===== src/rtl/cp_sequencer_89_if.sv =====
`default_nettype none
// +-------------------------------------------------------------------------+
// | cp_sequencer_89_if : host-side program/control bus and command outputs  |
// | Revision: 1.0                                                           |
// +-------------------------------------------------------------------------+
interface cp_sequencer_89_if #(
  parameter int AW = 6,
  parameter int IW = 32
);
  logic          prog_we;
  logic [AW-1:0] prog_addr;
  logic [IW-1:0] prog_data;
  logic          start;
  logic          abort;
  logic [31:0]   iter_count;
  logic [AW-1:0] loop_start;
  logic [23:0]   command_cp;
  logic          ins_in;
  logic          get_output;
  logic          busy;
  logic          done;
  logic          err;
  logic [31:0]   iter_left;
  logic [AW-1:0] pc;

  modport master (
    output prog_we, prog_addr, prog_data, start, abort, iter_count, loop_start,
    input  command_cp, ins_in, get_output, busy, done, err, iter_left, pc
  );

  modport slave (
    input  prog_we, prog_addr, prog_data, start, abort, iter_count, loop_start,
    output command_cp, ins_in, get_output, busy, done, err, iter_left, pc
  );
endinterface
`default_nettype wire


===== src/rtl/cp_sequencer_89.sv =====
`default_nettype none
// +-------------------------------------------------------------------------+
// | cp_sequencer_89 : microcoded command sequencer with one hardware loop   |
// | Revision: 1.0                                                           |
// +-------------------------------------------------------------------------+
module cp_sequencer_89 #(
  parameter int AW = 6,
  parameter int IW = 32
) (
  input  wire logic        clk,
  input  wire logic        rst,
  cp_sequencer_89_if.slave bus
);
  localparam int            c_DEPTH   = 2**AW;
  localparam int            c_SW      = 30;
  localparam logic [AW-1:0] c_PC_LAST = {AW{1'b1}};

  typedef enum logic [2:0] {
    S_IDLE  = 3'd0,
    S_FETCH = 3'd1,
    S_ISSUE = 3'd2,
    S_WAIT  = 3'd3,
    S_FIN   = 3'd4
  } state_t;

  state_t          r_state, w_state_nxt;
  logic [c_SW-1:0] r_ram [c_DEPTH];
  logic [c_SW-1:0] w_word;
  logic [AW-1:0]   r_pc, w_pc_nxt;
  logic [AW-1:0]   r_loop, w_loop_nxt;
  logic [31:0]     r_iter, w_iter_nxt;
  logic [3:0]      r_wcnt, w_wcnt_nxt;
  logic            r_err, w_err_nxt;
  logic            w_fetch, w_adv;
  logic [23:0]     r_cmd;
  logic [3:0]      r_wait;
  logic            r_lend, r_halt, r_ins;

  // Reserved word bits [31:30] are never stored.
  always_ff @(posedge clk) begin
    if (bus.prog_we && (r_state == S_IDLE))
      r_ram[bus.prog_addr] <= bus.prog_data[c_SW-1:0];
  end

  assign w_word = r_ram[r_pc];

  always_ff @(posedge clk or posedge rst) begin
    if (rst) r_state <= S_IDLE;
    else     r_state <= w_state_nxt;
  end

  always_comb begin
    w_state_nxt = r_state;
    w_pc_nxt    = r_pc;
    w_loop_nxt  = r_loop;
    w_iter_nxt  = r_iter;
    w_wcnt_nxt  = r_wcnt;
    w_err_nxt   = r_err;
    w_fetch     = 1'b0;
    w_adv       = 1'b0;
    if (bus.abort && (r_state != S_IDLE)) begin
      w_state_nxt = S_IDLE;
    end else begin
      case (r_state)
        S_IDLE: begin
          if (bus.start) begin
            w_err_nxt = 1'b0;
            if (bus.iter_count != 32'd0) begin
              w_pc_nxt    = '0;
              w_iter_nxt  = bus.iter_count;
              w_loop_nxt  = bus.loop_start;
              w_state_nxt = S_FETCH;
            end else begin
              w_state_nxt = S_FIN;
            end
          end
        end
        S_FETCH: begin
          w_fetch     = 1'b1;
          w_state_nxt = S_ISSUE;
        end
        S_ISSUE: begin
          if (r_wait != 4'd0) begin
            w_wcnt_nxt  = r_wait;
            w_state_nxt = S_WAIT;
          end else begin
            w_adv = 1'b1;
          end
        end
        S_WAIT: begin
          w_wcnt_nxt = r_wcnt - 4'd1;
          if (r_wcnt <= 4'd1) w_adv = 1'b1;
        end
        S_FIN:   w_state_nxt = S_IDLE;
        default: w_state_nxt = S_IDLE;
      endcase

      // Next-pc rule: halt, loop back, loop exit, run-off, sequential.
      if (w_adv) begin
        if (r_halt) begin
          w_state_nxt = S_FIN;
        end else if (r_lend && (r_iter > 32'd1)) begin
          w_iter_nxt  = r_iter - 32'd1;
          w_pc_nxt    = r_loop;
          w_state_nxt = S_FETCH;
        end else begin
          if (r_lend && (r_iter == 32'd1)) w_iter_nxt = 32'd0;
          if (r_pc == c_PC_LAST) begin
            w_err_nxt   = 1'b1;
            w_state_nxt = S_FIN;
          end else begin
            w_pc_nxt    = r_pc + AW'(1);
            w_state_nxt = S_FETCH;
          end
        end
      end
    end
  end

  always_ff @(posedge clk or posedge rst) begin
    if (rst) begin
      r_pc   <= '0;
      r_loop <= '0;
      r_iter <= '0;
      r_wcnt <= '0;
      r_err  <= 1'b0;
      r_cmd  <= '0;
      r_wait <= '0;
      r_lend <= 1'b0;
      r_halt <= 1'b0;
      r_ins  <= 1'b0;
    end else begin
      r_pc   <= w_pc_nxt;
      r_loop <= w_loop_nxt;
      r_iter <= w_iter_nxt;
      r_wcnt <= w_wcnt_nxt;
      r_err  <= w_err_nxt;
      r_ins  <= w_fetch;
      if (w_fetch) begin
        r_cmd  <= w_word[23:0];
        r_wait <= w_word[27:24];
        r_lend <= w_word[28];
        r_halt <= w_word[29];
      end
    end
  end

  assign bus.command_cp = r_cmd;
  assign bus.ins_in     = r_ins;
  assign bus.busy       = (r_state != S_IDLE);
  assign bus.done       = (r_state == S_FIN);
  assign bus.get_output = (r_state == S_FIN);
  assign bus.err        = r_err;
  assign bus.iter_left  = r_iter;
  assign bus.pc         = r_pc;
endmodule
`default_nettype wire


===== src/flat_wrapper.sv =====
// flat-port wrapper written by rule: the top's interface ports become plain ports
module cp_sequencer_89_flat 
#(
  parameter int AW = 6,
  parameter int IW = 32
)
  (clk, rst, bus_prog_we, bus_prog_addr, bus_prog_data, bus_start, bus_abort, bus_iter_count, bus_loop_start, bus_command_cp, bus_ins_in, bus_get_output, bus_busy, bus_done, bus_err, bus_iter_left, bus_pc);
  cp_sequencer_89_if #(.AW(AW), .IW(IW)) bus_i ();
  input  wire logic clk;
  input  wire logic rst;
  input wire logic [$bits(bus_i.prog_we)-1:0] bus_prog_we;
  input wire logic [$bits(bus_i.prog_addr)-1:0] bus_prog_addr;
  input wire logic [$bits(bus_i.prog_data)-1:0] bus_prog_data;
  input wire logic [$bits(bus_i.start)-1:0] bus_start;
  input wire logic [$bits(bus_i.abort)-1:0] bus_abort;
  input wire logic [$bits(bus_i.iter_count)-1:0] bus_iter_count;
  input wire logic [$bits(bus_i.loop_start)-1:0] bus_loop_start;
  output wire logic [$bits(bus_i.command_cp)-1:0] bus_command_cp;
  output wire logic [$bits(bus_i.ins_in)-1:0] bus_ins_in;
  output wire logic [$bits(bus_i.get_output)-1:0] bus_get_output;
  output wire logic [$bits(bus_i.busy)-1:0] bus_busy;
  output wire logic [$bits(bus_i.done)-1:0] bus_done;
  output wire logic [$bits(bus_i.err)-1:0] bus_err;
  output wire logic [$bits(bus_i.iter_left)-1:0] bus_iter_left;
  output wire logic [$bits(bus_i.pc)-1:0] bus_pc;
  assign bus_i.prog_we = bus_prog_we;
  assign bus_i.prog_addr = bus_prog_addr;
  assign bus_i.prog_data = bus_prog_data;
  assign bus_i.start = bus_start;
  assign bus_i.abort = bus_abort;
  assign bus_i.iter_count = bus_iter_count;
  assign bus_i.loop_start = bus_loop_start;
  assign bus_command_cp = bus_i.command_cp;
  assign bus_ins_in = bus_i.ins_in;
  assign bus_get_output = bus_i.get_output;
  assign bus_busy = bus_i.busy;
  assign bus_done = bus_i.done;
  assign bus_err = bus_i.err;
  assign bus_iter_left = bus_i.iter_left;
  assign bus_pc = bus_i.pc;
  cp_sequencer_89 #(.AW(AW), .IW(IW)) u_core (.clk(clk), .rst(rst), .bus(bus_i));
endmodule

===== config.mk =====
export PLATFORM = sky130hd
export DESIGN_NAME = cp_sequencer_89_flat
export DESIGN_NICKNAME = d
export VERILOG_FILES = /design/src/rtl/cp_sequencer_89_if.sv /design/src/rtl/cp_sequencer_89.sv /design/src/flat_wrapper.sv
export SDC_FILE = /design/constraint.sdc
export NUM_CORES = 2
export LEC_CHECK = 0
export ABC_CLOCK_PERIOD_IN_PS = 4400
export CAP_MARGIN = 10
export CORE_AREA = 2 2 362 364
export DETAILED_ROUTE_END_ITERATION = 8
export DIE_AREA = 0 0 364 366
export DONT_BUFFER_PORTS = 1
export PLACE_DENSITY = 0.82
export REMOVE_ABC_BUFFERS = 1
export SLEW_MARGIN = 0
export SYNTH_ARGS = -nofsm -noshare
export SYNTH_HDL_FRONTEND = slang
export SYNTH_SLANG_ARGS = --single-unit

===== constraint.sdc =====
create_clock -name clk -period 4.4 [get_ports clk]
set_input_delay 0.22 -clock clk [delete_from_list [all_inputs] [get_ports clk]]
set_output_delay 0.22 -clock clk [all_outputs]
set_load 0.1 [all_outputs]

After elaboration in Yosys (flattened, before gate mapping). Memory sizes are Yosys's and may differ from the RTL's. A register that Yosys moved wholly into a read port is not among the register bits. Cells that the tools add are included.

Register bits: 53. RAM bits: 1920. Input port bits: 81. Output and inout port bits: 67. Memories kept: 1.

Memory list: u_core.r_ram (words 64, bits a word 30, read ports 1, clocked after memory_dff 1, wr ports 1, RTL line cp_sequencer_89.sv:27) `logic [c_SW-1:0] r_ram [c_DEPTH];`.

Add/sub/neg operators: 3. Order comparisons: 2. Equality and inequality tests: 10. Muxes and demuxes: 39. Bitwise operators: 1. Reductions and logical operators: 12.

Operators by type and width (number): 32-bit two-way mux (7); 6-bit two-way mux (7); 32-bit by 1-bit == test with 1-bit output (second input constant) (1); 32-bit by 1-bit greater-than comparator with 1-bit output (second input constant) (1); 32-bit nonzero test (1); 32-bit by 1-bit subtractor with 32-bit output (second input constant) (1); 3-bit two-way mux (8); 1-bit two-way mux (13); 3-bit case mux with 4 select lines (1); 4-bit case mux with 2 select lines (1); 6-bit by 1-bit adder with 6-bit output (second input constant) (1); 3-bit by 2-bit == test with 1-bit output (second input constant) (2); 6-bit == test (second input constant) (1); 3-bit AND reduction (2); 4-bit by 1-bit <= comparator with 1-bit output (second input constant) (1); 1-bit logical AND (4); 4-bit two-way mux (1); 4-bit by 1-bit != test with 1-bit output (second input constant) (1); 4-bit != test (second input constant) (1); 4-bit AND reduction (1); 4-bit nonzero test (1); 4-bit by 1-bit subtractor with 4-bit output (second input constant) (1); 3-bit by 1-bit == test with 1-bit output (second input constant) (1); 3-bit == test (second input constant) (1); other kinds (7) (7).

Depth between registers and ports, before layout.
Depth after elaboration: 8. Depth in mapped cells: 11. Depth with buffers taken out: 8.

Least setup slack after synthesis. Ideal clock, no wire load.

Path type: register -> register. Start point: reg u_core.r_pc[0], in the netlist u_core.bus.pc[0]. End point: reg u_core.r_cmd[15], in the netlist u_core.bus.command_cp[15], read port of u_core.r_ram. Data arrival time: 3485 ps. Required time: 4274 ps. Path slack: 789 ps. Cell stages (with the launch flop): 9. Path buffers: 4. Period minus slack after synthesis: 3611 ps. Cell sequence: dfrtp_1 > buf_2 > buf_2 > buf_1 > buf_1 > mux4_2 > a22oi_1 > o211ai_1 > o32a_1.

RTL lines: from (decl) (RTL line cp_sequencer_89.sv:29) `logic [AW-1:0] r_pc, w_pc_nxt;`; from (signal assigned) (RTL line cp_sequencer_89.sv:133) `r_pc <= w_pc_nxt;`; to (decl) (RTL line cp_sequencer_89.sv:35) `logic [23:0] r_cmd;`.

==> out/qor.yml <==
grt:
  grt_max_degree: 65
  grt-ovfl-total: 0
  grt_pass1_vias: 43400
  antenna_found_initial: 13
  grt_pass1_wl_um: 320000
  track_usage: 0.343
synthesis:
  synth-seq-cells: 2003
  yosysWarnings: 0
  synth.distinct_cells: 68
  syn_inst: 3627
  synth_ff_type: "edfxtp_1"
  yosysSeqAreaShare: 0.773
  synth_edf_count: 1920
  syn-mean-instance-area_um2: 21.3
  netlist_area_um2: 77300
  synthTopCellsByArea: "edfxtp_1 (75%), mux4_2 (14%), dfrtp_1 (2.7%)"
  synth_top_area_share: 0.746
  async_reset_ff_frac: 0.0414
  yosysTopAreaCell: "edfxtp_1"
setup_path:
  crit_chain: "buf_12, nand3b_1, o22ai_1, nor4_1, buf_4, a211oi_1, a21oi_1"
  crit_fanout: 46
  crit_path_end_kind: "flip-flop"
  cp.buffers_inverters: 2
  crit_slowest_cell: "dfrtp_4"
  cpPeakStageDelay_ns: 1.20
  cp_data_arrival_time_ns: 4.49
  path_delay_family: "flip-flops"
  critPathLaunchType: "flip-flop"
  critical_path_class: "flip-flop to flip-flop"
  required_ns: 5.09
sta:
  finalHoldViolCount: 0
  timing.fmax_mhz: 263
  setup_tns_ns: 0
  worst_slack_ns: 0.594
  drv_slew: 0
  min_period_ns: 3.81
  rsz0062_at_grt: "no"
  tightest_slew_ns: 1.30
  finalClockSkew_ns: 0.0839
  setup_violations: 0
  fin_hold_ws_ns: 0.0581
  fin_crit_sh: 0.865
  maxSlewHeadroom: 0.131
detailed_routing:
  drt_iter0_markers: 7375
  ant_nets: 0
  wirelength_um: 226000
  wl_per_cell_um: 38.6
  dr.pass1.iters: 5
  drt-vias-per-instance: 7.32
  vias: 42900
  drc: 0
placement:
  dp_worst_setup_slack_ns: 0.875
  postPlaceCellArea_um2: 81200
  dp_hpwl_um: 112000
  numPortBuffers: 0
  dp_cells: 5383
  place.gp.congestion: 0.882
hold_path:
  hold_class: "input port to flip-flop"
final_layout:
  final_core_util: 0.691
  fin_nets: 4036
  fin_area_um2: 89200
  nFillCells: 7106
  multiInputGateArea_um2: 17200
  layout.area.seq_um2: 59700
  area_growth_pct: 15.4
  instances_no_fill: 5856
  drive_above_1_share: 0.269
power:
  clockPowerShare: 0.386
  p_int_mw: 31.8
  p_seq_frac: 0.519
  pwr_density_cell_nw_per_um2: 489
  ir_drop_uv: 498
  sw_frac_of_total: 0.271
  p_sw_mw: 11.8
  leakage_nw: 27.8
  p_comb_frac: 0.095
  total_power_mw: 43.6
die:
  ios: 148
  die_area_um2: 133000
  die_w_um: 364
  die_h_um: 366
  rows: 132
  start_util: 0.599
  core_area_um2: 129000
flow_run:
  max-cap-violations: 0
status:
  run_status: "completed"
clocking:
  cts_resized: 0
  cts_sinks: 2003
  insertion_delay_ns: 0.86
  h-tree-depth: 4
  numCtsBuffers: 188
  hold_buffers: 118
  cts_buffer_depth: 3
  cts_root_buf: "clkbuf_16"
  cts_setup_buffers: 0
  cts_tree: "done"
  cts.clk_slew.worst_paths_ns: 0.07
==> sequential cells by signal (all words and copies together) (netlist names) <==
signal	cells
u_core.r_state	3
u_core.r_ram	1920
u_core.r_loop	6
u_core.r_halt	1
u_core.bus.pc	6
u_core.r_wcnt	4
u_core.bus.iter_left	32
u_core.r_lend	1
u_core.bus.ins_in	1
u_core.bus.command_cp	24
u_core.bus.err	1
u_core.r_wait	4
==> worst register-to-register path, delay by kind of cell, from the launching register on <==
kind | cells | cell delay, ns
compound gates | 3 | 1.08
buf+inv | 2 | 0.54
flops | 1 | 1.20
simple gates | 2 | 0.83
==> synth_stat cells, drive strengths merged (33+ instances only) <==
master and n:
mux2i 90, a22oi 33, a21oi 41, nand2 103, o22ai 103, mux4 475
buf 103, nor2 147, o21ai 54, clkbuf 99, dfrtp 83, edfxtp 1920
==> power groups by stage <==
stage	clock [mW]	combinational (mW)	sequential (mW)
floorplan	0	1.69	23.9
global placement	0	3.42	22.9
detailed placement	0	3.48	23.0
CTS	16.7	4.05	22.6
global route	17.5	4.30	22.7
finish	16.8	4.14	22.6
==> final timing paths <==
path                                   from                         to  slack (ns)  depth (start not counted)
max                        u_core.bus.pc[0]  u_core.bus.command_cp[10]        0.59                          7
min reg2reg                u_core.r_wcnt[1]           u_core.r_wcnt[1]        0.52                          2
max in group asynchronous               rst           u_core.bus.pc[3]        3.16                          4
min                        bus_prog_addr[1]        u_core.r_ram[7][28]        0.06                          2
min in group asynchronous               rst          u_core.r_state[0]        0.53                          4
max reg2reg                u_core.bus.pc[0]  u_core.bus.command_cp[10]        0.59                          7
==> cells by family after synthesis <==
group / count (synthesis) / synth area share
fa+ha+maj: 5 / 0.000809
simple gates: 401 / 0.0246
xor+xnor: 5 / 0.000567
mux: 588 / 0.153
flops: 2003 / 0.773
buf+inv: 224 / 0.0118
compound gates: 401 / 0.0362
==> per-layer routing <==
metal  vias up  track usage  share of wire
li1      16000            -              -
met1     21700        0.423           0.31
met2      4238        0.549           0.49
met3       907       0.0972           0.13
met4        18        0.196          0.070
met5         -            0        0.00051
==> final cells by class <==
cell class | instances | share of cell area
antenna | 6 | 0.000168
multi-input combinational | 1400 | 0.193
tap | 1742 | 0.0244
timing repair buffer | 335 | 0.0414
inverter | 22 | 0.000982
clock inverter | 101 | 0.0144
sequential | 2003 | 0.670
clock buffer | 247 | 0.0560
==> placed cells by master (no fill, tap or decap), types with 40 or more instances in the layout <==
cell type,count
o21ai_0,40
nor2_1,83
edfxtp_1,1920
clkbuf_16,189
dfrtp_1,77
buf_4,188
mux2i_1,90
clkbuf_1,53
mux4_2,475
a21oi_1,41
nand2_1,103
dlygate4sd3_1,87
o22ai_1,103
nor2_4,64
Power figures use the tool's default switching activity.
